### config.mk
export PLATFORM = sky130hd
export DESIGN_NAME = if_id_inst_queue_flat
export DESIGN_NICKNAME = d
export VERILOG_FILES = /design/src/rtl/if_id_inst_queue_if.sv /design/src/rtl/if_id_inst_queue.sv /design/src/flat_wrapper.sv
export SDC_FILE = /design/constraint.sdc
export NUM_CORES = 1
export LEC_CHECK = 0
export CORE_ASPECT_RATIO = 1.5
export CORE_MARGIN = 2
export CORE_UTILIZATION = 43
export CTS_CLUSTER_SIZE = 20
export DETAILED_ROUTE_END_ITERATION = 7
export PLACE_DENSITY = 0.66
export SYNTH_ARGS = -nofsm -noshare
export SYNTH_HDL_FRONTEND = slang
export SYNTH_SLANG_ARGS = --single-unit
### constraint.sdc
create_clock -name clk -period 8.93 [get_ports clk]
set_input_delay 1.786 -clock clk [delete_from_list [all_inputs] [get_ports clk]]
set_output_delay 1.786 -clock clk [all_outputs]
set_load 0.03 [all_outputs]
### src/rtl/if_id_inst_queue_if.sv
// IF -> queue -> ID handshake bundle for the dual-issue instruction queue.
// The master side is fetch plus decode; the slave side is the queue itself.
interface if_id_inst_queue_if #(
  parameter int DATA_W = 64,
  parameter int PTR_W  = 3
);
  logic              excep_flush_i;
  logic              in_valid1_i;
  logic              in_valid2_i;
  logic [DATA_W-1:0] in_data1_i;
  logic [DATA_W-1:0] in_data2_i;
  logic              allowin_o;
  logic              out_valid1_o;
  logic              out_valid2_o;
  logic [DATA_W-1:0] out_data1_o;
  logic [DATA_W-1:0] out_data2_o;
  logic [1:0]        pop_num_i;
  logic [PTR_W:0]    count_o;

  modport slave (
    input  excep_flush_i, in_valid1_i, in_valid2_i, in_data1_i, in_data2_i, pop_num_i,
    output allowin_o, out_valid1_o, out_valid2_o, out_data1_o, out_data2_o, count_o
  );

  modport master (
    output excep_flush_i, in_valid1_i, in_valid2_i, in_data1_i, in_data2_i, pop_num_i,
    input  allowin_o, out_valid1_o, out_valid2_o, out_data1_o, out_data2_o, count_o
  );
endinterface

### src/rtl/if_id_inst_queue.sv
// Dual-issue IF->ID instruction queue: circular RAM, 0/1/2 pushes and pops per cycle.
// Optional zero-latency bypass of fetch inputs when IF_ID_IQ_BYPASS_EN is defined.
module if_id_inst_queue #(
  parameter int DEPTH  = 8,
  parameter int DATA_W = 64,
  parameter int PTR_W  = 3
) (
  input logic               clk,
  input logic               rst_n,
  if_id_inst_queue_if.slave iq
);

  localparam int CW = PTR_W + 1;
  localparam int AW = CW + 1;

  logic [DATA_W-1:0] mem [DEPTH];
  logic [CW-1:0]     head, tail, count;
  logic [PTR_W-1:0]  h0, h1, t0, t1;
  logic              allowin;
  logic [1:0]        push_n, pop_req, pop_store, wr_n;
  logic [DATA_W-1:0] wr_d0;

  assign count   = tail - head;
  assign allowin = (count <= CW'(DEPTH - 2));
  assign h0      = head[PTR_W-1:0];
  assign h1      = h0 + PTR_W'(1);
  assign t0      = tail[PTR_W-1:0];
  assign t1      = t0 + PTR_W'(1);

  // slot 2 is only honoured together with slot 1
  always_comb begin
    push_n = 2'd0;
    if (allowin && iq.in_valid1_i) push_n = iq.in_valid2_i ? 2'd2 : 2'd1;
    pop_req = (iq.pop_num_i == 2'd3) ? 2'd2 : iq.pop_num_i;
  end

`ifdef IF_ID_IQ_BYPASS_EN
  logic [AW-1:0] avail;
  logic [1:0]    pop_n, pop_in;

  // the visible window is stored entries followed by this cycle's accepted inputs
  assign avail = AW'(count) + AW'(push_n);

  always_comb begin
    pop_n     = (AW'(pop_req) > avail) ? avail[1:0] : pop_req;
    pop_store = (CW'(pop_n) > count) ? count[1:0] : pop_n;
    pop_in    = pop_n - pop_store;
    wr_n      = push_n - pop_in;
    wr_d0     = (pop_in == 2'd0) ? iq.in_data1_i : iq.in_data2_i;
  end

  assign iq.out_valid1_o = !iq.excep_flush_i && (avail >= AW'(1));
  assign iq.out_valid2_o = !iq.excep_flush_i && (avail >= AW'(2));
  assign iq.out_data1_o  = (count != '0) ? mem[h0] : iq.in_data1_i;
  assign iq.out_data2_o  = (count >= CW'(2)) ? mem[h1] :
                           (count == CW'(1)) ? iq.in_data1_i : iq.in_data2_i;
`else
  always_comb begin
    pop_store = (CW'(pop_req) > count) ? count[1:0] : pop_req;
    wr_n      = push_n;
    wr_d0     = iq.in_data1_i;
  end

  assign iq.out_valid1_o = (count >= CW'(1));
  assign iq.out_valid2_o = (count >= CW'(2));
  assign iq.out_data1_o  = mem[h0];
  assign iq.out_data2_o  = mem[h1];
`endif

  assign iq.allowin_o = allowin;
  assign iq.count_o   = count;

  // pointer update: flush wins over any same-cycle push or pop
  always_ff @(posedge clk or negedge rst_n) begin
    if (!rst_n) begin
      head <= '0;
      tail <= '0;
    end else if (iq.excep_flush_i) begin
      head <= '0;
      tail <= '0;
    end else begin
      head <= head + CW'(pop_store);
      tail <= tail + CW'(wr_n);
    end
  end

  always_ff @(posedge clk) begin
    if (!iq.excep_flush_i) begin
      if (wr_n != 2'd0) mem[t0] <= wr_d0;
      if (wr_n == 2'd2) mem[t1] <= iq.in_data2_i;
    end
  end

endmodule
### src/flat_wrapper.sv
// flat-port wrapper written by rule: the top's interface ports become plain ports
module if_id_inst_queue_flat 
#(
  parameter int DEPTH  = 8,
  parameter int DATA_W = 64,
  parameter int PTR_W  = 3
)
  (clk, rst_n, iq_excep_flush_i, iq_in_valid1_i, iq_in_valid2_i, iq_in_data1_i, iq_in_data2_i, iq_pop_num_i, iq_allowin_o, iq_out_valid1_o, iq_out_valid2_o, iq_out_data1_o, iq_out_data2_o, iq_count_o);
  if_id_inst_queue_if #(.DATA_W(DATA_W), .PTR_W(PTR_W)) iq_i ();
  input logic clk;
  input logic rst_n;
  input wire logic [$bits(iq_i.excep_flush_i)-1:0] iq_excep_flush_i;
  input wire logic [$bits(iq_i.in_valid1_i)-1:0] iq_in_valid1_i;
  input wire logic [$bits(iq_i.in_valid2_i)-1:0] iq_in_valid2_i;
  input wire logic [$bits(iq_i.in_data1_i)-1:0] iq_in_data1_i;
  input wire logic [$bits(iq_i.in_data2_i)-1:0] iq_in_data2_i;
  input wire logic [$bits(iq_i.pop_num_i)-1:0] iq_pop_num_i;
  output wire logic [$bits(iq_i.allowin_o)-1:0] iq_allowin_o;
  output wire logic [$bits(iq_i.out_valid1_o)-1:0] iq_out_valid1_o;
  output wire logic [$bits(iq_i.out_valid2_o)-1:0] iq_out_valid2_o;
  output wire logic [$bits(iq_i.out_data1_o)-1:0] iq_out_data1_o;
  output wire logic [$bits(iq_i.out_data2_o)-1:0] iq_out_data2_o;
  output wire logic [$bits(iq_i.count_o)-1:0] iq_count_o;
  assign iq_i.excep_flush_i = iq_excep_flush_i;
  assign iq_i.in_valid1_i = iq_in_valid1_i;
  assign iq_i.in_valid2_i = iq_in_valid2_i;
  assign iq_i.in_data1_i = iq_in_data1_i;
  assign iq_i.in_data2_i = iq_in_data2_i;
  assign iq_i.pop_num_i = iq_pop_num_i;
  assign iq_allowin_o = iq_i.allowin_o;
  assign iq_out_valid1_o = iq_i.out_valid1_o;
  assign iq_out_valid2_o = iq_i.out_valid2_o;
  assign iq_out_data1_o = iq_i.out_data1_o;
  assign iq_out_data2_o = iq_i.out_data2_o;
  assign iq_count_o = iq_i.count_o;
  if_id_inst_queue #(.DEPTH(DEPTH), .DATA_W(DATA_W), .PTR_W(PTR_W)) u_core (.clk(clk), .rst_n(rst_n), .iq(iq_i));
endmodule
==> metrics.md <==
| Metric | Value |
|---|---|
| Status | completed |
| WHS Path Cells | 2 |
| Core area | between 0.06 and 0.07 mm² |
| Leak | ~11 nW |
| Critical Path, Cell by Cell | ha_4 > buf_12 > mux4_2 > mux2_2 > clkdlybuf4s50_1 |
| Worst min-delay path category | flop to flop |
| Crit path max fanout | 80 |
| Setup violators final | 0 |
| Yosys warning total | 0 |
| Critical Path RT | approximately 7.1 ns |
| Vias in the first global route | around 20000 |
| Critical Path Start Type | flop |
| GRT Residual Overflow | 0 |
| Hold_sp | u_core.tail[3]$_DFF_PN0_ |
| Syn Area/Cell | 16.9 µm² |
| Layout Nets | between 2000 and 2500 |
| Switching share of power | ~40% |
| Row cnt | roughly 120 |
| Critical path's slowest cell | dfrtp_4 |
| Detail Route Antenna Nets | 0 |
| Crit path largest cell delay | roughly 1.0 ns |
| # DRC | 0 |
| Pint | between 7 and 8 mW |
| Mapped Area | 0.0300 mm² |
| Antenna violations before repair | 4 |
| GRT Total Usage | 24.4% |
| Starting Density | 43.5% |
| FF+latch count, synth | between 500 and 600 |
| Worst-skew pair later-pin latency | 0.62 ns |
| Router iterations before antenna repair | 5 |
| Comb pwr share | between 50% and 60% |
| Synth-to-Final Area Change | 17.5% |
| Cell count after synthesis | between 1500 and 2000 |
| WS Path Type | flop to output port |
| Pwr Density | 342 mW/mm² |
| Commonest non-fill, non-tap cell in the layout | mux2_2 |
| # fillers | 5756 |
| Final Cell Area | 0.0353 mm² |
| Clk sinks | 520 |
| Asr flop ratio synth | under 10% |
| Area of placed instances | 0.0337 mm² |
| Critical Path End Type | output port |
| DIE HEIGHT | between 300 and 400 µm |
| Synthesized net count | 1922 |
| Via density | a little over 6 |
| Synth Flop Type | edfxtp_1 |
| DR WL/cell | about 30 µm |
| Slew Limit Headroom | approximately a fifth |
| Maximum clock path buffer count | 3 |
| Max Cap Viol | 0 |
| Maximum operating frequency | 161 MHz |
| Chip width | between 200 and 250 µm |
| Hold Crit Endpoint | u_core.tail[3]$_DFF_PN0_ |
| Number of synthesized flops with an enable pin | between 500 and 600 |
| Post-layout minimum cycle time | 6.22 ns |
| Critical Path AT | between 4 and 5 ns |
| Share of cells above drive strength 1 | 47.0% |
| Max-slew violations | 0 |
| Number of hold violations in the final report | 0 |
| Reg2reg end | u_core.mem[7][11]$_DFFE_PP_ |
| Input/output buffers | 269 |
| Sequential fraction of the synthesis area | 51.8% |
| Placer Congestion | ~0.78 |
| Clock transition at the registers of the reported paths | 0.06 ns |
| FF-to-FF Start | u_core.head[2]$_DFF_PN0_ |
| Post-CTS sizing | 0 |
| CTS H-tree depth | 2 |
| Most frequent cells in the layout | mux2_2, edfxtp_1, clkdlybuf4s50_1, mux4_2, nand2_1 |
| Actual slew at the worst max-slew pin | 1.19 ns |
| Post-CTS Setup Repair Bufs | 0 |
| RSZ-0062 raised after global routing | no |
| Switch Pwr | around 4.9 mW |
| Peak VDD IR | around 370 µV |
| Largest net degree at the start of global routing | 101 |
| FF-to-FF setup slack | about 3.2 ns |
| I/O Pins | 270 |
| Synth cell types | 38 |
| Clock power share | between 15 and 20% |
| Worst R2R Path Depth | 8 |
| Root Driver | clkbuf_16 |
| Hold-fix buffers, CTS | 0 |
| Post-DP HPWL | 50600 µm |
| Non-Filler Instances | 2929 |
| Overall Power | roughly 12 mW |
| Initial DRC count | approximately 1300 |
| CTS tree | yes |
| Layout Utilization | 51.1% |
| Die ar. | between 0.07 and 0.08 mm² |
| Sequential power share | a little over a quarter |
| TritonCTS buffer count | 50 |
| Placed cell count | 2838 |
| Skew final | 0.0272 ns |
| Setup tns final | 0 ns |
| Total number of vias | between 15000 and 20000 |
| Period Utilization, post-route | 69.7% |
| First-pass GRT wire length | around 130000 µm |
| DRT Wirelength | between 80000 and 90000 µm |
-- worst max-delay path by stage --
stage / start / endpoint / depth (start not counted)
2_1_floorplan: iq_excep_flush_i / u_core.mem[2][0]$_DFFE_PP_ / 4
3_3_place_gp: iq_excep_flush_i / u_core.mem[7][12]$_DFFE_PP_ / 5
3_5_place_dp: iq_excep_flush_i / u_core.mem[7][11]$_DFFE_PP_ / 5
4_1_cts: u_core.head[0]$_DFF_PN0_ / iq_out_data2_o[23] / 5
5_1_grt: u_core.head[0]$_DFF_PN0_ / iq_out_data2_o[43] / 5
6_report: u_core.head[0]$_DFF_PN0_ / iq_out_data2_o[24] / 5
-- state kept, by name (all words and copies together) (netlist names) --
| name | count |
|---|---|
| u_core.mem | 512 |
| u_core.head | 4 |
| u_core.tail | 4 |
-- critical path: cells and delay by family, from the launching register on --
family                   cells  cell delay (ns)
adder cells (fa/ha/maj)      1             0.85
flip-flops                   1             1.02
multiplexers                 2             0.74
buffers and inverters        2             1.16
-- layout make-up --
type                       instances  area, µm²  area share, %
clock inverter                    24        282          0.797
sequential                       520      15600           44.1
multi-input combinational       1105      14000           39.6
antenna                            1       2.50        0.00709
clock buffer                      66       1330           3.77
tap                              900       1130           3.19
timing repair buffer             302       2970           8.40
inverter                          11       41.3          0.117
-- cells by family after synthesis --
group                      count (synthesis)  synth area share, %
AOI/OAI and AO/OA                         13                0.304
xor gates and xnor gates                   9                0.312
adders and majority gates                 14                0.658
buffers and inverters                    148                 2.22
DFF                                      520                 51.8
muxes                                    835                 41.5
and+or+nand+nor                          234                 3.17
-- synthesized netlist by cell type (all sizes together), types with 2 or more instances --
cell    count  area [µm²]
buf        71         378
nand3       7        35.0
nor3        4        20.0
nor4        5        31.3
o21bai      4        30.0
nor2b       4        25.0
mux2i       2        20.0
ha         11         138
fa          3        60.1
clkbuf     66         248
nand2     197         739
edfxtp    512       15400
a21oi       4        20.0
dfrtp       8         200
inv        11        41.3
mux2      577        6680
nor2        7        26.3
xor2        5        58.8
nand2b      3        18.8
o21ai       2        10.0
xnor2       4        35.0
mux4      256        5770
-- metal layers --
metal / vias to the layer above / GRT usage [%] / wire [µm]
met5: - / 0 / 45
met4: 6 / 6.77 / 2050
met3: 141 / 3.50 / 4370
met2: 539 / 43.3 / 45900
met1: 9686 / 30.9 / 34600
li1: 7626 / - / -
-- power groups by stage --
stage               Clock [mW]  Combinational, mW  Sequential (mW)
floorplan                    0               4.32             3.10
global placement             0               6.70             3.23
detailed placement           0               6.74             3.26
CTS                       2.22               6.78             3.20
global route              2.30               7.03             3.24
finish                    2.18               6.68             3.20
-- metrics by stage --
stage	hold slack, ns	setup slack (ns)
2_1_floorplan	0.529	1.01
3_3_place_gp	0.548	2.96
3_5_place_dp	0.555	2.88
4_1_cts	0.571	2.61
5_1_grt	0.602	2.54
6_report	0.571	2.71
(Power assumes the default switching activity.)
